<file path="config.mk">
export PLATFORM = sky130hd
export DESIGN_NAME = brcomp_multicycle
export DESIGN_NICKNAME = d
export VERILOG_FILES = /design/src/rtl/brcomp_multicycle.sv
export SDC_FILE = /design/constraint.sdc
export NUM_CORES = 1
export LEC_CHECK = 0
export CAP_MARGIN = 20
export CORE_MARGIN = 2
export CORE_UTILIZATION = 63
export DETAILED_ROUTE_END_ITERATION = 7
export DONT_BUFFER_PORTS = 1
export HOLD_SLACK_MARGIN = 0.05
export PLACE_DENSITY = 0.82
export SYNTH_ARGS = -nofsm -noshare
export SYNTH_HDL_FRONTEND = slang
export SYNTH_SLANG_ARGS = --single-unit
</file>
<file path="constraint.sdc">
create_clock -name i_clk -period 3.8 [get_ports i_clk]
set_input_delay 0.76 -clock i_clk [delete_from_list [all_inputs] [get_ports i_clk]]
set_output_delay 0.76 -clock i_clk [all_outputs]
set_load 0.005 [all_outputs]
</file>
<file path="src/rtl/brcomp_multicycle.sv">
// Chunk-serial RISC-V branch comparator: one CHUNK per cycle, MSB chunk first, result held in DONE.
// Latency 1..NCHUNK CMP cycles + 1; in_ready only in IDLE, result held until out_ready.
module brcomp_multicycle #(
  parameter int WIDTH      = 32,
  parameter int CHUNK      = 8,
  parameter int EARLY_EXIT = 1
) (
  input  logic             i_clk,
  input  logic             i_rst_n,
  input  logic             in_valid,
  output logic             in_ready,
  input  logic [WIDTH-1:0] rs1_data,
  input  logic [WIDTH-1:0] rs2_data,
  input  logic [2:0]       br_op,
  output logic             out_valid,
  input  logic             out_ready,
  output logic             br_less,
  output logic             br_equal,
  output logic             br_taken,
  output logic             br_illegal
);

  localparam int NCHUNK = WIDTH / CHUNK;
  localparam int IDXW   = (NCHUNK > 1) ? $clog2(NCHUNK) : 1;

  typedef enum logic [1:0] {IDLE, CMP, DONE} state_t;

  state_t            state_q, state_d;
  logic [WIDTH-1:0]  rs1_q, rs1_d, rs2_q, rs2_d;
  logic [2:0]        op_q, op_d;
  logic [IDXW-1:0]   idx_q, idx_d;
  logic              diff_q, diff_d, lt_q, lt_d;
  logic              br_less_q, br_less_d, br_equal_q, br_equal_d;
  logic              br_taken_q, br_taken_d, br_illegal_q, br_illegal_d;

  logic              accept, op_in_illegal;
  logic [CHUNK-1:0]  chunk_a, chunk_b;
  logic              chunk_diff, fin_diff, fin_lt, last;

  assign accept        = in_valid && (state_q == IDLE);
  assign op_in_illegal = (br_op[2:1] == 2'b01);

  // Flipping both sign bits of the top chunk turns a signed compare into an unsigned one.
  always_comb begin
    chunk_a = rs1_q[int'(idx_q)*CHUNK +: CHUNK];
    chunk_b = rs2_q[int'(idx_q)*CHUNK +: CHUNK];
    if (!op_q[1] && (idx_q == IDXW'(NCHUNK-1))) begin
      chunk_a[CHUNK-1] = ~chunk_a[CHUNK-1];
      chunk_b[CHUNK-1] = ~chunk_b[CHUNK-1];
    end
  end

  assign chunk_diff = (chunk_a != chunk_b);
  assign fin_diff   = diff_q | chunk_diff;
  assign fin_lt     = diff_q ? lt_q : (chunk_diff && (chunk_a < chunk_b));
  assign last       = (idx_q == '0) || ((EARLY_EXIT != 0) && chunk_diff);

  always_ff @(posedge i_clk or negedge i_rst_n) begin
    if (!i_rst_n) state_q <= IDLE;
    else          state_q <= state_d;
  end

  always_comb begin
    state_d = state_q;
    case (state_q)
      IDLE:    if (accept) state_d = op_in_illegal ? DONE : CMP;
      CMP:     if (last) state_d = DONE;
      DONE:    if (out_ready) state_d = IDLE;
      default: state_d = IDLE;
    endcase
  end

  always_comb begin
    in_ready  = (state_q == IDLE);
    out_valid = (state_q == DONE);
  end

  always_comb begin
    rs1_d        = rs1_q;
    rs2_d        = rs2_q;
    op_d         = op_q;
    idx_d        = idx_q;
    diff_d       = diff_q;
    lt_d         = lt_q;
    br_less_d    = br_less_q;
    br_equal_d   = br_equal_q;
    br_taken_d   = br_taken_q;
    br_illegal_d = br_illegal_q;
    if (state_q == IDLE && accept) begin
      rs1_d  = rs1_data;
      rs2_d  = rs2_data;
      op_d   = br_op;
      idx_d  = IDXW'(NCHUNK-1);
      diff_d = 1'b0;
      lt_d   = 1'b0;
      if (op_in_illegal) begin
        br_less_d    = 1'b0;
        br_equal_d   = 1'b0;
        br_taken_d   = 1'b0;
        br_illegal_d = 1'b1;
      end
    end else if (state_q == CMP) begin
      diff_d = fin_diff;
      lt_d   = fin_lt;
      if (idx_q != '0) idx_d = idx_q - 1'b1;
      if (last) begin
        br_less_d    = fin_lt;
        br_equal_d   = !fin_diff;
        // op[2] selects the less-based ops; op[0] inverts the sense.
        br_taken_d   = op_q[2] ? (fin_lt ^ op_q[0]) : (!fin_diff ^ op_q[0]);
        br_illegal_d = 1'b0;
      end
    end
  end

  always_ff @(posedge i_clk or negedge i_rst_n) begin
    if (!i_rst_n) begin
      rs1_q        <= '0;
      rs2_q        <= '0;
      op_q         <= '0;
      idx_q        <= '0;
      diff_q       <= 1'b0;
      lt_q         <= 1'b0;
      br_less_q    <= 1'b0;
      br_equal_q   <= 1'b0;
      br_taken_q   <= 1'b0;
      br_illegal_q <= 1'b0;
    end else begin
      rs1_q        <= rs1_d;
      rs2_q        <= rs2_d;
      op_q         <= op_d;
      idx_q        <= idx_d;
      diff_q       <= diff_d;
      lt_q         <= lt_d;
      br_less_q    <= br_less_d;
      br_equal_q   <= br_equal_d;
      br_taken_q   <= br_taken_d;
      br_illegal_q <= br_illegal_d;
    end
  end

  assign br_less    = br_less_q;
  assign br_equal   = br_equal_q;
  assign br_taken   = br_taken_q;
  assign br_illegal = br_illegal_q;

endmodule

</file>
* After elaboration in Yosys (flattened, before gate mapping)
Index checks and enable logic that the tools add are counted.
** Cells by class
- $add $sub $neg :: 1
- Magnitude comparators :: 1
- Equal/unequal tests :: 9
- Shift operators :: 2
- Mux-type cells :: 30
- Bitwise logic cells :: 5
- Reductions and logical operators :: 16
** Operators with widths (number)
- $shiftx A32 B6 Y8 :: 2
- $mux W1 :: 22
- $mux W2 :: 7
- $lt A8 B8 Y1 :: 1
- $ne A8 B8 Y1 :: 1
- $reduce_bool A2 Y1 :: 4
- $pmux W2 S3 :: 1
- $reduce_and A3 Y1 :: 2
- $eq A2 B1 Y1 const B :: 2
- $eq A2 B2 Y1 const B :: 2
- $logic_and A1 B1 Y1 :: 4
- $logic_not A2 Y1 :: 2
- $ne A2 B1 Y1 const B :: 2
- $ne A2 B2 Y1 const B :: 2
- $logic_not A1 Y1 :: 2
- $not A1 Y1 :: 2
- $reduce_and A2 Y1 :: 1
- $sub A2 B1 Y2 const B :: 1
- $xor A1 B1 Y1 :: 2
- $logic_or A1 B1 Y1 :: 1
- $or A1 B1 Y1 :: 1
** Storage, ports and cells
- Flip-flop bits (word level) :: 77
- Output and inout bits :: 6
- Word-level logic and storage cells :: 75

* Logic depth before layout (Yosys ltp)
Gate-level depths: netlist of run 1.
- Word-level depth :: 11
- Mapped depth :: 10

* Worst setup path before layout of run 1
Ideal clock, no wire load.
- Path type :: register to register
- Start point :: reg idx_q[0]
- End point :: reg br_taken_q (netlist: br_taken)
- Library setup time :: 0.120 ns
- Arrival :: 2.550 ns
- Data required time :: 3.680 ns
- Setup slack :: 1.131 ns
- Stages on the path, launching flop included :: 10
- Path buffers :: 2
- Period minus slack after synthesis :: 2.669 ns
- Cells stage by stage :: dfrtp_1 buf_2 buf_4 mux4_2 ha_1 and4_2 nand3_2 o31ai_1 or3_1 a31o_1
** Between the ends
- Longest elaborated chain between the ends :: 11
- Elaborated cells on any way between the ends :: 24
** Ends and longest elaborated chain
- start, declared :: RTL line 31 : logic [IDXW-1:0] idx_q, idx_d;
- start signal, assigned :: RTL line 132 : idx_q <= idx_d;
- $shiftx A32 B6 Y8 (tied with other cells) :: RTL line 45 : chunk_a = rs1_q[int'(idx_q)*CHUNK +: CHUNK];
- $not A1 Y1 (tied with other cells) :: RTL line 48 : chunk_a[CHUNK-1] = ~chunk_a[CHUNK-1];
- $mux W1 :: RTL line 47 : if (!op_q[1] && (idx_q == IDXW'(NCHUNK-1))) begin
- $lt A8 B8 Y1 or $ne A8 B8 Y1 (tied branches) :: RTL line 55, 53
- $logic_and A1 B1 Y1 or $or A1 B1 Y1 (tied branches) :: RTL line 55, 54
- $mux W1 or $logic_not A1 Y1 (tied branches) :: RTL line 55, 110
- $xor A1 B1 Y1 :: RTL line 110 : br_taken_d = op_q[2] ? (fin_lt ^ op_q[0]) : (!fin_diff ^ op_q[0]);
- $mux W1 :: RTL line 110
- $mux W1 :: RTL line 106 : if (last) begin
- $mux W1 :: RTL line 102 : end else if (state_q == CMP) begin
- $mux W1 :: RTL line 89 : if (state_q == IDLE && accept) begin
- end signal, assigned :: RTL line 137 : br_taken_q <= br_taken_d;
- end, declared :: RTL line 34 : logic br_taken_q, br_taken_d, br_illegal_q, br_illegal_d;
Several ways; a longest one is shown, not always the timed one. The select of a mux whose other input is x is not followed.
A chain may end at the register's enable or synchronous reset.

* Worst setup path in the final report of run 1
Ends and elaborated chain as after synthesis.

==> impl_results.html, run 1 <==
<table>
<tr><th>Metric</th><th>Value</th></tr>
<tr><th colspan="2">Cells and area</th></tr>
<tr><td>Layout net count</td><td>465</td></tr>
<tr><td>Share of final-layout standard cells stronger than drive strength 1</td><td>10.3%</td></tr>
<tr><td>Area delta synth-&gt;final</td><td>5.78%</td></tr>
<tr><td>Number of antenna diodes</td><td>0</td></tr>
<tr><th colspan="2">STA</th></tr>
<tr><td>Fin crit share</td><td>80.4%</td></tr>
<tr><td>Normalized max-slew margin</td><td>42.0%</td></tr>
<tr><td>FMAX</td><td>327 MHz</td></tr>
<tr><td>Slack of the critical path</td><td>743 ps</td></tr>
<tr><td>Unrepaired setup endpoints after global routing</td><td>false</td></tr>
<tr><td>Layout Skew</td><td>9.02 ps</td></tr>
<tr><td>Final Hold Violating Endpoints</td><td>0</td></tr>
<tr><td>Final min period</td><td>3060 ps</td></tr>
<tr><td>Least-Margin Pin Slew</td><td>868 ps</td></tr>
<tr><td>Setup total negative slack</td><td>0 ps</td></tr>
<tr><td>Total count of max-transition violations in the final report</td><td>0</td></tr>
<tr><td>Number of endpoints failing setup at the final stage</td><td>0</td></tr>
<tr><th colspan="2">Worst setup path</th></tr>
<tr><td>Top Family by Delay on Critical Path</td><td>flip-flops</td></tr>
<tr><td>Slowest cell on the critical path</td><td>sky130_fd_sc_hd__dfrtp_1</td></tr>
<tr><td>Worst path required time</td><td>4060 ps</td></tr>
<tr><td>Reg2reg path depth</td><td>8</td></tr>
<tr><td>Critical Path End Type</td><td>register</td></tr>
<tr><td>Reg-to-reg startpoint</td><td>idx_q[0]$_DFFE_PN0P_</td></tr>
<tr><td>Path type of the worst setup path</td><td>reg -&gt; reg</td></tr>
<tr><td>FF-to-FF setup slack</td><td>740 ps</td></tr>
<tr><td>RR Endpoint</td><td>br_taken$_DFFE_PN0P_</td></tr>
<tr><td>Crit path buffers/inverters</td><td>1</td></tr>
<tr><td>Worst endpoint data arrival time</td><td>3320 ps</td></tr>
<tr><td>Launching element type of the critical path</td><td>register</td></tr>
<tr><td>Slowest cell delay on critical path</td><td>720 ps</td></tr>
<tr><td>Worst Path Max Fanout</td><td>10</td></tr>
<tr><td>Crit path cell chain</td><td>buf_4 &gt; mux4_2 &gt; ha_1 &gt; nand3_1 &gt; o211ai_2 &gt; a211oi_1 &gt; or3_1 &gt; a31o_1</td></tr>
<tr><th colspan="2">Job</th></tr>
<tr><td>Maximum Capacitance Violations</td><td>0</td></tr>
<tr><th colspan="2">Clocking</th></tr>
<tr><td>CTS hold repair buffers</td><td>0</td></tr>
<tr><td>Post-cts repair resize count</td><td>0</td></tr>
<tr><td>CTS sink count</td><td>77</td></tr>
<tr><td>Worst skew pair latency</td><td>370 ps</td></tr>
<tr><td>CTS H-tree lvls</td><td>3</td></tr>
<tr><td>Clock transition at the register clock pins on the worst setup and hold paths after CTS</td><td>80 ps</td></tr>
<tr><td>Root buf cell</td><td>sky130_fd_sc_hd__clkbuf_8</td></tr>
<tr><td>Post-CTS Setup Bufs</td><td>0</td></tr>
<tr><td>Number of buffers added by the clock tree synthesis step</td><td>9</td></tr>
<tr><td>Clock tree from TritonCTS</td><td>built</td></tr>
<tr><td>Clock Path Buffers</td><td>2</td></tr>
<tr><th colspan="2">Power</th></tr>
<tr><td>Share of power burned in registers</td><td>42.4%</td></tr>
<tr><td>Power per standard cell area</td><td>940 nW/µm²</td></tr>
<tr><td>Worst vdd ir</td><td>0.555 mV</td></tr>
<tr><td>Share of power burned in the clock network</td><td>15.9%</td></tr>
<tr><td>LEAKAGE</td><td>2.00 nW</td></tr>
<tr><td>Power spent charging and discharging nets</td><td>1.42 mW</td></tr>
<tr><td>Power share of the combinational group</td><td>41.7%</td></tr>
<tr><td>Net switching share of the total power</td><td>39.2%</td></tr>
<tr><td>Power Internal</td><td>2.20 mW</td></tr>
<tr><th colspan="2">Drt</th></tr>
<tr><td>Detailed-router iteration count before antenna repair</td><td>4</td></tr>
<tr><td>Detail-routed via count per cell</td><td>5.57</td></tr>
<tr><td>Vias</td><td>2566</td></tr>
<tr><td>DRC Markers</td><td>0</td></tr>
<tr><td>Post-detailed-routing wire length</td><td>7420 µm</td></tr>
<tr><td>Post-DR wirelength/cell</td><td>16.1 µm</td></tr>
<tr><td>Detailed Route Iter0 Violations</td><td>196</td></tr>
<tr><td>Post-detailed-route count of antenna-violating nets</td><td>0</td></tr>
<tr><th colspan="2">Synthesis</th></tr>
<tr><td>Post-Synthesis Mean Instance Area</td><td>9.35 µm²</td></tr>
<tr><td>Number of instances in the synthesized netlist</td><td>389</td></tr>
<tr><td>Share of synthesized area occupied by flip-flops and latches</td><td>53.0%</td></tr>
<tr><td>Number of register bits inferred by synthesis</td><td>77</td></tr>
<tr><td>Synthesized area</td><td>3640 µm²</td></tr>
<tr><td>Top flip-flop cell by instance count after synthesis</td><td>sky130_fd_sc_hd__dfrtp_1</td></tr>
<tr><td>Post-synthesis cell type count</td><td>35</td></tr>
<tr><td>Yosys warning total</td><td>0</td></tr>
<tr><td>Post-synth EDFFs</td><td>0</td></tr>
<tr><td>Share of synthesized flip-flops with an asynchronous set or reset</td><td>100%</td></tr>
<tr><td>Synth Net Count</td><td>470</td></tr>
<tr><th colspan="2">Floorplan</th></tr>
<tr><td>Die boundary height</td><td>80.0 µm</td></tr>
<tr><td>Die ar.</td><td>6400 µm²</td></tr>
<tr><td>Initial cell density of the core</td><td>65.7%</td></tr>
<tr><td>Chip width</td><td>80.0 µm</td></tr>
<tr><td>I/O pin count</td><td>77</td></tr>
<tr><td>Number of rows in the core area</td><td>27</td></tr>
<tr><td>Core outline area</td><td>5540 µm²</td></tr>
<tr><th colspan="2">Placement</th></tr>
<tr><td>Buffers added on ports</td><td>0</td></tr>
<tr><td>Worst slack at placement</td><td>802 ps</td></tr>
<tr><td>HPWL reported at the end of detailed placement</td><td>5030 µm</td></tr>
<tr><td>Final RePlAce weighted congestion</td><td>0.829</td></tr>
<tr><th colspan="2">GRT</th></tr>
<tr><td>First-pass GRT wire length</td><td>12200 µm</td></tr>
<tr><td>Number of global-route vias before repair</td><td>2520</td></tr>
<tr><td>Number of antenna violations at the first check in global routing</td><td>0</td></tr>
<tr><td>Largest net degree at the start of global routing</td><td>78</td></tr>
<tr><td>Total track usage</td><td>26.1%</td></tr>
<tr><td>Total overflow reported by the global router</td><td>0</td></tr>
<tr><th colspan="2">Status</th></tr>
<tr><td>Result of the run</td><td>completed</td></tr>
<tr><th colspan="2">Min path</th></tr>
<tr><td>Path category of the worst min-delay check</td><td>in -&gt; async</td></tr>
</table>
## cell type report
class	count	area, µm²
Timing Repair Buffer	3	22.5
Clock buffer	11	141
Clock inverter	5	35.0
Inverter	10	37.5
Tap cell	72	90.1
Sequential cell	77	1930
Multi-Input combinational cell	283	1590
Fill cell	415	1690
## per-layer routing
layer  GRT usage, %  routed length, µm  vias up
li1               -                  -     1239
met3           6.67                464       14
met2           39.7               3570       76
met1           35.4               3210     1237
met5              0                  0        -
met4           12.5                178        0
## cells in the mapped netlist (all sizes together), types with 3 or more instances
cell type  count  area (µm²)
clkbuf        11        41.3
o211ai         3        27.5
dfrtp         77        1930
nor2b          3        18.8
nand3          6        35.0
o21ai          3        15.0
nor2           8        30.0
buf            8        46.3
ha            10         125
inv           10        37.5
nand2        208         781
nand2b         4        25.0
a21oi          4        20.0
mux4          16         360
## flip-flops by register name, indices dropped and copies added, names as in the netlist, 2 cells and up
register  count
op_q          3
rs2_q        32
state_q       2
idx_q         2
rs1_q        32
## per-stage QoR
stage	power, mW	instance area, µm²	hold WS (ps)	util (%)	instances
2_1_floorplan	2.68	3640	437	-	389
3_3_place_gp	2.94	3670	456	66.3	445
3_5_place_dp	3.03	3670	456	66.3	445
4_1_cts	3.63	3850	67.1	69.4	461
5_1_grt	3.92	3850	63.6	69.4	461
6_report	3.62	3850	72.9	69.4	461
## cells in the final DEF (no fill, tap or decap), types with 3 or more instances in the layout
| cell type | n |
|---|---|
| sky130_fd_sc_hd__buf_4 | 3 |
| sky130_fd_sc_hd__nand2b_1 | 4 |
| sky130_fd_sc_hd__nor2_1 | 8 |
| sky130_fd_sc_hd__inv_1 | 10 |
| sky130_fd_sc_hd__a21oi_1 | 4 |
| sky130_fd_sc_hd__nand3_1 | 5 |
| sky130_fd_sc_hd__ha_1 | 10 |
| sky130_fd_sc_hd__nor2b_1 | 3 |
| sky130_fd_sc_hd__nand2_1 | 207 |
| sky130_fd_sc_hd__clkbuf_8 | 10 |
| sky130_fd_sc_hd__mux4_2 | 16 |
| sky130_fd_sc_hd__dfrtp_1 | 77 |
| sky130_fd_sc_hd__o21ai_0 | 3 |
## kinds of logic (layout without fill, tap and decap cells)
kind of cell	after synthesis	in the layout	synth area share, %
AND/OR/NAND/NOR	235	235	25.9
flip-flops	77	77	53.0
buffers and inverters	29	29	3.44
AO/OA/AOI/OAI	19	19	3.65
multiplexers	16	16	9.91
adder cells (fa/ha/maj)	10	10	3.44
XOR/XNOR	3	3	0.723
## worst max-delay path by stage
stage                    startpoint              endpoint  slack (ps)  depth (start not counted)
2_1_floorplan  idx_q[0]$_DFFE_PN0P_  br_taken$_DFFE_PN0P_        1130                          9
3_3_place_gp   idx_q[0]$_DFFE_PN0P_  br_taken$_DFFE_PN0P_         890                          8
3_5_place_dp   idx_q[0]$_DFFE_PN0P_  br_taken$_DFFE_PN0P_         800                          8
4_1_cts        idx_q[0]$_DFFE_PN0P_  br_taken$_DFFE_PN0P_         740                          8
5_1_grt        idx_q[0]$_DFFE_PN0P_  br_taken$_DFFE_PN0P_         530                          8
6_report       idx_q[0]$_DFFE_PN0P_  br_taken$_DFFE_PN0P_         740                          8
## power groups by stage
stage	Sequential (mW)	Combinational (mW)	Clock, mW
global route	1.59	1.72	0.615
finish	1.53	1.51	0.574
CTS	1.53	1.52	0.580
global placement	1.54	1.40	0
floorplan	1.38	1.29	0
detailed placement	1.54	1.49	0
Power figures use the tool's default switching activity.
==> run 2: changes to the inputs <==
==> constraint.sdc (replaced) <==
create_clock -name i_clk -period 3 [get_ports i_clk]
set_input_delay 0.6 -clock i_clk [delete_from_list [all_inputs] [get_ports i_clk]]
set_output_delay 0.6 -clock i_clk [all_outputs]
set_load 0.005 [all_outputs]
==> run 2 against run 1 <==
Non-clock buffer count is 4 higher. Critical endpoint unchanged. Cell count is 0.87% higher. Global-route usage is 1.4 points lower. Combinational power is 30% higher. Largest power group is now combinational logic. Wire length is 5.5% lower.
==> impl_results.html, run 2 (synthesis gave the netlist of run 1 again) <==
<table>
<tr><th>Metric</th><th>Value</th></tr>
<tr><th colspan="2">Status</th></tr>
<tr><td>Result of the run</td><td>completed</td></tr>
<tr><th colspan="2">Cells and area</th></tr>
<tr><td>Most used cells in the layout excluding fill and tap cells</td><td>sky130_fd_sc_hd__nand2_1, sky130_fd_sc_hd__dfrtp_1, sky130_fd_sc_hd__mux4_2</td></tr>
<tr><td>Area delta synth-&gt;final</td><td>6.50%</td></tr>
<tr><td>Number of antenna diodes</td><td>0 (unchanged)</td></tr>
<tr><td>Layout net count</td><td>469 (+0.86%)</td></tr>
<tr><td>Commonest non-fill, non-tap cell in the layout</td><td>sky130_fd_sc_hd__nand2_1</td></tr>
<tr><td>Core utilization of the finished layout</td><td>69.9% (+0.47 points)</td></tr>
<tr><td>Largest registers in the final layout</td><td>rs1_q x32, rs2_q x32, op_q x3</td></tr>
<tr><td>Share of final-layout standard cells stronger than drive strength 1</td><td>10.2% (-0.10 points)</td></tr>
<tr><td>Fill cell total of the finished layout</td><td>446 (+7.5%)</td></tr>
<tr><th colspan="2">Worst setup path</th></tr>
<tr><td>Worst endpoint data arrival time</td><td>2910 ps (-410 ps)</td></tr>
<tr><td>Launching element type of the critical path</td><td>register</td></tr>
<tr><td>Critical Path End Type</td><td>register</td></tr>
<tr><td>Worst Path Max Fanout</td><td>11 (+1)</td></tr>
<tr><td>Path type of the worst setup path</td><td>reg -&gt; reg</td></tr>
<tr><td>Worst path required time</td><td>3240 ps (-820 ps)</td></tr>
<tr><th colspan="2">Floorplan</th></tr>
<tr><td>Core outline area</td><td>5540 µm² (unchanged)</td></tr>
<tr><td>I/O pin count</td><td>77 (unchanged)</td></tr>
<tr><td>Die ar.</td><td>6400 µm² (unchanged)</td></tr>
<tr><td>Die boundary height</td><td>80.0 µm (unchanged)</td></tr>
<tr><td>Initial cell density of the core</td><td>65.7% (unchanged)</td></tr>
<tr><td>Number of rows in the core area</td><td>27 (unchanged)</td></tr>
<tr><td>Chip width</td><td>80.0 µm (unchanged)</td></tr>
<tr><th colspan="2">Placement</th></tr>
<tr><td>Final RePlAce weighted congestion</td><td>0.843 (+1.6%)</td></tr>
<tr><td>Worst slack at placement</td><td>338 ps (-464 ps)</td></tr>
<tr><td>HPWL reported at the end of detailed placement</td><td>4940 µm (-1.7%)</td></tr>
<tr><td>Buffers added on ports</td><td>0 (unchanged)</td></tr>
<tr><th colspan="2">Clocking</th></tr>
<tr><td>CTS H-tree lvls</td><td>3 (unchanged)</td></tr>
<tr><td>Root buf cell</td><td>sky130_fd_sc_hd__clkbuf_8</td></tr>
<tr><td>Number of buffers added by the clock tree synthesis step</td><td>9 (unchanged)</td></tr>
<tr><td>Clock tree from TritonCTS</td><td>built</td></tr>
<tr><td>Worst skew pair latency</td><td>350 ps (-20 ps)</td></tr>
<tr><td>CTS sink count</td><td>77 (unchanged)</td></tr>
<tr><td>Clock transition at the register clock pins on the worst setup and hold paths after CTS</td><td>70 ps (about the same)</td></tr>
<tr><td>Post-CTS Setup Bufs</td><td>0 (unchanged)</td></tr>
<tr><td>Clock Path Buffers</td><td>2 (unchanged)</td></tr>
<tr><th colspan="2">Min path</th></tr>
<tr><td>Path category of the worst min-delay check</td><td>in -&gt; async</td></tr>
<tr><th colspan="2">STA</th></tr>
<tr><td>Final Hold Violating Endpoints</td><td>0 (unchanged)</td></tr>
<tr><td>Slack of the critical path</td><td>328 ps (-415 ps)</td></tr>
<tr><td>Total count of max-transition violations in the final report</td><td>0 (unchanged)</td></tr>
<tr><td>Unrepaired setup endpoints after global routing</td><td>false</td></tr>
<tr><td>Setup total negative slack</td><td>0 ps (unchanged)</td></tr>
<tr><td>Worst slack on hold paths</td><td>130 ps (+56.9 ps)</td></tr>
<tr><td>Least-Margin Pin Slew</td><td>678 ps (-190 ps)</td></tr>
<tr><td>FMAX</td><td>374 MHz (+14%)</td></tr>
<tr><td>Final min period</td><td>2670 ps (-385 ps)</td></tr>
<tr><td>Number of endpoints failing setup at the final stage</td><td>0 (unchanged)</td></tr>
<tr><td>Fin crit share</td><td>89.1% (+8.6 points)</td></tr>
<tr><td>Normalized max-slew margin</td><td>54.8% (+13 points)</td></tr>
<tr><td>Layout Skew</td><td>4.49 ps (-4.53 ps)</td></tr>
<tr><th colspan="2">Drt</th></tr>
<tr><td>Post-detailed-route count of antenna-violating nets</td><td>0 (unchanged)</td></tr>
<tr><td>Detailed Route Iter0 Violations</td><td>178 (-9.2%)</td></tr>
<tr><td>Post-DR wirelength/cell</td><td>15.1 µm (-6.3%)</td></tr>
<tr><td>Post-detailed-routing wire length</td><td>7010 µm (-5.5%)</td></tr>
<tr><td>Detail-routed via count per cell</td><td>5.57 (+0.14%)</td></tr>
<tr><td>DRC Markers</td><td>0 (unchanged)</td></tr>
<tr><td>Vias</td><td>2592 (+1.0%)</td></tr>
<tr><td>Detailed-router iteration count before antenna repair</td><td>4 (unchanged)</td></tr>
<tr><th colspan="2">GRT</th></tr>
<tr><td>Total track usage</td><td>24.7% (-1.4 points)</td></tr>
<tr><td>First-pass GRT wire length</td><td>11900 µm (-2.0%)</td></tr>
<tr><td>Total overflow reported by the global router</td><td>0 (unchanged)</td></tr>
<tr><td>Number of antenna violations at the first check in global routing</td><td>0 (unchanged)</td></tr>
<tr><td>Number of global-route vias before repair</td><td>2658 (+5.5%)</td></tr>
<tr><td>Largest net degree at the start of global routing</td><td>78 (unchanged)</td></tr>
<tr><th colspan="2">Power</th></tr>
<tr><td>Power per standard cell area</td><td>1160 nW/µm² (+24%)</td></tr>
<tr><td>Worst vdd ir</td><td>0.770 mV (+39%)</td></tr>
<tr><td>LEAKAGE</td><td>2.02 nW (+0.77%)</td></tr>
<tr><th colspan="2">Job</th></tr>
<tr><td>Maximum Capacitance Violations</td><td>0 (unchanged)</td></tr>
</table>
## run 2: cell count changes in the layout (fill, tap and decap cells not counted)
cell                         change
sky130_fd_sc_hd__buf_16          +1
sky130_fd_sc_hd__buf_4           +3
sky130_fd_sc_hd__clkbuf_1        +4
sky130_fd_sc_hd__clkbuf_8        -1
sky130_fd_sc_hd__clkinv_4        -1
sky130_fd_sc_hd__clkinvlp_4      -1
sky130_fd_sc_hd__inv_6           -1
## run 2: metal layers
| metal | wire length (µm) | part of all wire [%] | global-route usage (%) |
|---|---|---|---|
| met5 | 0 | 0 | 0 |
| met4 | 114 | 1.6 | 9.83 |
| met3 | 447 | 6.4 | 8.03 |
| met2 | 3470 | 49 | 38.9 |
| met1 | 2980 | 43 | 31.9 |
## run 2: report_power, final
part | internal, mW | total (mW) | switching, mW
combinational | 0.929 | 1.96 | 1.03
sequential | 1.55 | 1.89 | 0.343
clock | 0.300 | 0.650 | 0.350
## run 2: cell type report
class	instances	area [µm²]	area share, %
sequential	77	1930	49.7
multi-input combinational	283	1590	41.1
clock buffer	14	143	3.68
tap	72	90.1	2.33
timing repair buffer	7	72.6	1.87
inverter	10	37.5	0.969
clock inverter	2	10.0	0.258
## run 2: worst max-delay path: stages, from the launching register on
cell                      delay (ps)
sky130_fd_sc_hd__dfrtp_1         600
sky130_fd_sc_hd__buf_4           260
sky130_fd_sc_hd__mux4_2          310
sky130_fd_sc_hd__xor2_1          160
sky130_fd_sc_hd__ha_1            290
sky130_fd_sc_hd__and4_2          250
sky130_fd_sc_hd__nand3_2         130
sky130_fd_sc_hd__o31ai_1         240
sky130_fd_sc_hd__o21ai_0         110
sky130_fd_sc_hd__a31o_1          220
## run 2: what timing repair did
item | in CTS | in global routing
hold buffers | 1 | 0
endpoints found under the hold margin | 77 | 0
gates resized for setup | 0 | 0
## run 2: final timing paths
path | to | start | slack, ps | cells after the start
max | br_taken$_DFFE_PN0P_ | idx_q[1]$_DFFE_PN0P_ | 330 | 9
min reg2reg | rs2_q[15]$_DFFE_PN0P_ | rs2_q[15]$_DFFE_PN0P_ | 470 | 2
max reg2reg | br_taken$_DFFE_PN0P_ | idx_q[1]$_DFFE_PN0P_ | 330 | 9
max in group asynchronous | rs2_q[12]$_DFFE_PN0P_ | i_rst_n | 2550 | 1
min | state_q[1]$_DFFE_PN0P_ | i_rst_n | 130 | 1
min in group i_clk | rs1_q[31]$_DFFE_PN0P_ | rs1_data[31] | 350 | 2
## run 2: stage by stage
step / area, µm² / power (mW) / std cells
floorplan: 3640 / 3.39 / 389
global placement: 3690 / 3.73 / 448
detailed placement: 3690 / 3.85 / 448
CTS: 3870 / 4.54 / 465
global route: 3870 / 4.90 / 465
finish: 3870 / 4.50 / 465
==> run 3: changes to the inputs <==
--- a/config.mk
+++ b/config.mk
@@ -12,6 +12,7 @@
 export DONT_BUFFER_PORTS = 1
 export HOLD_SLACK_MARGIN = 0.05
 export PLACE_DENSITY = 0.82
+export SKIP_CTS_REPAIR_TIMING = 1
 export SYNTH_ARGS = -nofsm -noshare
 export SYNTH_HDL_FRONTEND = slang
 export SYNTH_SLANG_ARGS = --single-unit
==> run 3 against run 2 <==
Combinational power about the same. Critical path depth stayed put. Clock skew hardly changed. Critical path type unchanged. Sequential cell count is the same. Critical endpoint unchanged. Highest routed layer unchanged. Hold slack worse by 1.8 ps. Wire length rose by 0.43%. Power is essentially flat. First-iteration DRC count decreased by 0.56%.
==> impl_results.html, run 3 (synthesis gave the netlist of run 1 again) <==
<table>
<tr><th>Metric</th><th>Value</th></tr>
<tr><th colspan="2">Placement</th></tr>
<tr><td>Placed insts</td><td>448 (unchanged)</td></tr>
<tr><td>Final RePlAce weighted congestion</td><td>0.843 (unchanged)</td></tr>
<tr><td>Buffers added on ports</td><td>0 (unchanged)</td></tr>
<tr><td>HPWL reported at the end of detailed placement</td><td>4940 µm (unchanged)</td></tr>
<tr><th colspan="2">Floorplan</th></tr>
<tr><td>Die ar.</td><td>6400 µm² (unchanged)</td></tr>
<tr><td>Initial cell density of the core</td><td>65.7% (unchanged)</td></tr>
<tr><td>Number of rows in the core area</td><td>27 (unchanged)</td></tr>
<tr><td>Chip width</td><td>80.0 µm (unchanged)</td></tr>
<tr><td>Core outline area</td><td>5540 µm² (unchanged)</td></tr>
<tr><td>I/O pin count</td><td>77 (unchanged)</td></tr>
<tr><td>Die boundary height</td><td>80.0 µm (unchanged)</td></tr>
<tr><th colspan="2">Min path</th></tr>
<tr><td>Path category of the worst min-delay check</td><td>in -&gt; async</td></tr>
<tr><th colspan="2">Job</th></tr>
<tr><td>Maximum Capacitance Violations</td><td>0 (unchanged)</td></tr>
<tr><th colspan="2">STA</th></tr>
<tr><td>Least-Margin Pin Slew</td><td>679 ps (+1.14 ps)</td></tr>
<tr><td>FMAX</td><td>374 MHz (about the same)</td></tr>
<tr><td>Layout Skew</td><td>4.49 ps (-0.0000800 ps)</td></tr>
<tr><td>Total count of max-transition violations in the final report</td><td>0 (unchanged)</td></tr>
<tr><td>Final min period</td><td>2670 ps (-1.03 ps)</td></tr>
<tr><td>Setup total negative slack</td><td>0 ps (unchanged)</td></tr>
<tr><td>Normalized max-slew margin</td><td>54.8% (-0.076 points)</td></tr>
<tr><td>Final Hold Violating Endpoints</td><td>0 (unchanged)</td></tr>
<tr><td>Unrepaired setup endpoints after global routing</td><td>false</td></tr>
<tr><td>Fin crit share</td><td>89.0% (about the same)</td></tr>
<tr><td>Number of endpoints failing setup at the final stage</td><td>0 (unchanged)</td></tr>
<tr><th colspan="2">GRT</th></tr>
<tr><td>Total overflow reported by the global router</td><td>0 (unchanged)</td></tr>
<tr><td>Number of global-route vias before repair</td><td>2653 (-0.19%)</td></tr>
<tr><td>First-pass GRT wire length</td><td>11900 µm (-0.40%)</td></tr>
<tr><td>Total track usage</td><td>24.6% (-0.074 points)</td></tr>
<tr><td>Largest net degree at the start of global routing</td><td>78 (unchanged)</td></tr>
<tr><td>Number of antenna violations at the first check in global routing</td><td>0 (unchanged)</td></tr>
<tr><th colspan="2">Status</th></tr>
<tr><td>Result of the run</td><td>completed</td></tr>
<tr><th colspan="2">Drt</th></tr>
<tr><td>Post-DR wirelength/cell</td><td>15.1 µm (+0.43%)</td></tr>
<tr><td>Post-detailed-route count of antenna-violating nets</td><td>0 (unchanged)</td></tr>
<tr><td>Detailed Route Iter0 Violations</td><td>177 (-0.56%)</td></tr>
<tr><td>Vias</td><td>2596 (+0.15%)</td></tr>
<tr><td>Post-detailed-routing wire length</td><td>7040 µm (+0.43%)</td></tr>
<tr><td>Detail-routed via count per cell</td><td>5.58 (+0.15%)</td></tr>
<tr><td>DRC Markers</td><td>0 (unchanged)</td></tr>
<tr><td>Detailed-router iteration count before antenna repair</td><td>5 (+1)</td></tr>
<tr><th colspan="2">Clocking</th></tr>
<tr><td>Number of buffers added by the clock tree synthesis step</td><td>9 (unchanged)</td></tr>
<tr><td>Clock transition at the register clock pins on the worst setup and hold paths after CTS</td><td>70 ps (about the same)</td></tr>
<tr><td>CTS H-tree lvls</td><td>3 (unchanged)</td></tr>
<tr><td>Clock tree from TritonCTS</td><td>built</td></tr>
<tr><td>Worst skew pair latency</td><td>350 ps (about the same)</td></tr>
<tr><td>CTS sink count</td><td>77 (unchanged)</td></tr>
<tr><td>Clock Path Buffers</td><td>2 (unchanged)</td></tr>
<tr><td>Root buf cell</td><td>sky130_fd_sc_hd__clkbuf_8</td></tr>
<tr><th colspan="2">Cells and area</th></tr>
<tr><td>Commonest non-fill, non-tap cell in the layout</td><td>sky130_fd_sc_hd__nand2_1</td></tr>
<tr><td>Layout net count</td><td>469 (unchanged)</td></tr>
<tr><td>Share of final-layout standard cells stronger than drive strength 1</td><td>10.2% (unchanged)</td></tr>
<tr><td>Fill cell total of the finished layout</td><td>446 (unchanged)</td></tr>
<tr><td>Area delta synth-&gt;final</td><td>6.50% (unchanged)</td></tr>
<tr><td>Number of standard cells in the final layout excluding fillers</td><td>465 (unchanged)</td></tr>
<tr><td>Number of antenna diodes</td><td>0 (unchanged)</td></tr>
<tr><td>Most used cells in the layout excluding fill and tap cells</td><td>sky130_fd_sc_hd__nand2_1, sky130_fd_sc_hd__dfrtp_1, sky130_fd_sc_hd__mux4_2</td></tr>
<tr><td>Largest registers in the final layout</td><td>rs1_q x32, rs2_q x32, op_q x3</td></tr>
<tr><th colspan="2">Worst setup path</th></tr>
<tr><td>Top Family by Delay on Critical Path</td><td>flip-flops</td></tr>
<tr><td>Worst endpoint data arrival time</td><td>2910 ps (about the same)</td></tr>
<tr><td>Worst path required time</td><td>3240 ps (about the same)</td></tr>
<tr><td>Crit path buffers/inverters</td><td>1 (unchanged)</td></tr>
<tr><td>Path type of the worst setup path</td><td>reg -&gt; reg</td></tr>
<tr><td>Launching element type of the critical path</td><td>register</td></tr>
<tr><td>Critical Path End Type</td><td>register</td></tr>
<tr><td>Crit path cell chain</td><td>buf_4 &gt; mux4_2 &gt; xor2_1 &gt; ha_1 &gt; and4_2 &gt; nand3_2 &gt; o31ai_1 &gt; o21ai_0 &gt; a31o_1</td></tr>
<tr><td>Slowest cell on the critical path</td><td>sky130_fd_sc_hd__dfrtp_1</td></tr>
<tr><td>Worst Path Max Fanout</td><td>11 (unchanged)</td></tr>
<tr><td>Slowest cell delay on critical path</td><td>600 ps (about the same)</td></tr>
<tr><th colspan="2">Power</th></tr>
<tr><td>Worst vdd ir</td><td>0.770 mV (about the same)</td></tr>
<tr><td>LEAKAGE</td><td>2.02 nW (unchanged)</td></tr>
<tr><td>Power per standard cell area</td><td>1160 nW/µm² (about the same)</td></tr>
</table>
run 3: cell counts in the layout (fill, tap and decap cells not counted):
No cell type changed its count.
run 3: layout make-up:
| class | count | area [µm²] | share of cell area [%] |
|---|---|---|---|
| repair buffers | 7 | 72.6 | 1.87 |
| multi-input cells | 283 | 1590 | 41.1 |
| clock inverters | 2 | 10.0 | 0.258 |
| inverters | 10 | 37.5 | 0.969 |
| clock buffers | 14 | 143 | 3.68 |
| well taps | 72 | 90.1 | 2.33 |
| flip-flops and latches | 77 | 1930 | 49.7 |
run 3: metrics by stage:
step	setup slack (ps)	hold slack (ps)	power (mW)	area, µm²	util (%)
after floorplan	331	304	3.39	3640	-
after global placement	396	307	3.73	3690	66.7
after detailed placement	338	306	3.85	3690	66.7
after CTS	313	-77.7	4.52	3850	69.4
after global routing	111	157	4.91	3870	69.9
final	329	128	4.50	3870	69.9
run 3: per-layer routing:
metal / track usage, % / wire length (µm) / part of all wire (%)
met3: 8.03 / 452 / 6.4
met2: 38.4 / 3440 / 49
met1: 32.2 / 3040 / 43
met5: 0 / 0 / 0
met4: 9.83 / 114 / 1.6
run 3: worst paths after layout:
| path | start | to | slack, ps | depth (start not counted) |
|---|---|---|---|---|
| max in group asynchronous | i_rst_n | rs2_q[7]$_DFFE_PN0P_ | 2550 | 1 |
| max reg2reg | idx_q[1]$_DFFE_PN0P_ | br_taken$_DFFE_PN0P_ | 330 | 9 |
| min reg2reg | rs2_q[15]$_DFFE_PN0P_ | rs2_q[15]$_DFFE_PN0P_ | 480 | 2 |
| max | idx_q[1]$_DFFE_PN0P_ | br_taken$_DFFE_PN0P_ | 330 | 9 |
| min | i_rst_n | state_q[1]$_DFFE_PN0P_ | 130 | 1 |
| min in group i_clk | rs1_data[31] | rs1_q[31]$_DFFE_PN0P_ | 350 | 2 |
run 3: report_power, final:
| group | switching (mW) | leakage, nW | internal, mW |
|---|---|---|---|
| combinational | 1.03 | 0.991 | 0.929 |
| clock | 0.352 | 0.0784 | 0.300 |
| sequential | 0.344 | 0.949 | 1.55 |
| total | 1.72 | 2.02 | 2.78 |
run 3: worst reg2reg max path: stages (launching register included):
cell and delay (ps):
sky130_fd_sc_hd__dfrtp_1 600, sky130_fd_sc_hd__buf_4 260, sky130_fd_sc_hd__mux4_2 310, sky130_fd_sc_hd__xor2_1 160, sky130_fd_sc_hd__ha_1 290, sky130_fd_sc_hd__and4_2 250, sky130_fd_sc_hd__nand3_2 130, sky130_fd_sc_hd__o31ai_1 240
sky130_fd_sc_hd__o21ai_0 110, sky130_fd_sc_hd__a31o_1 220
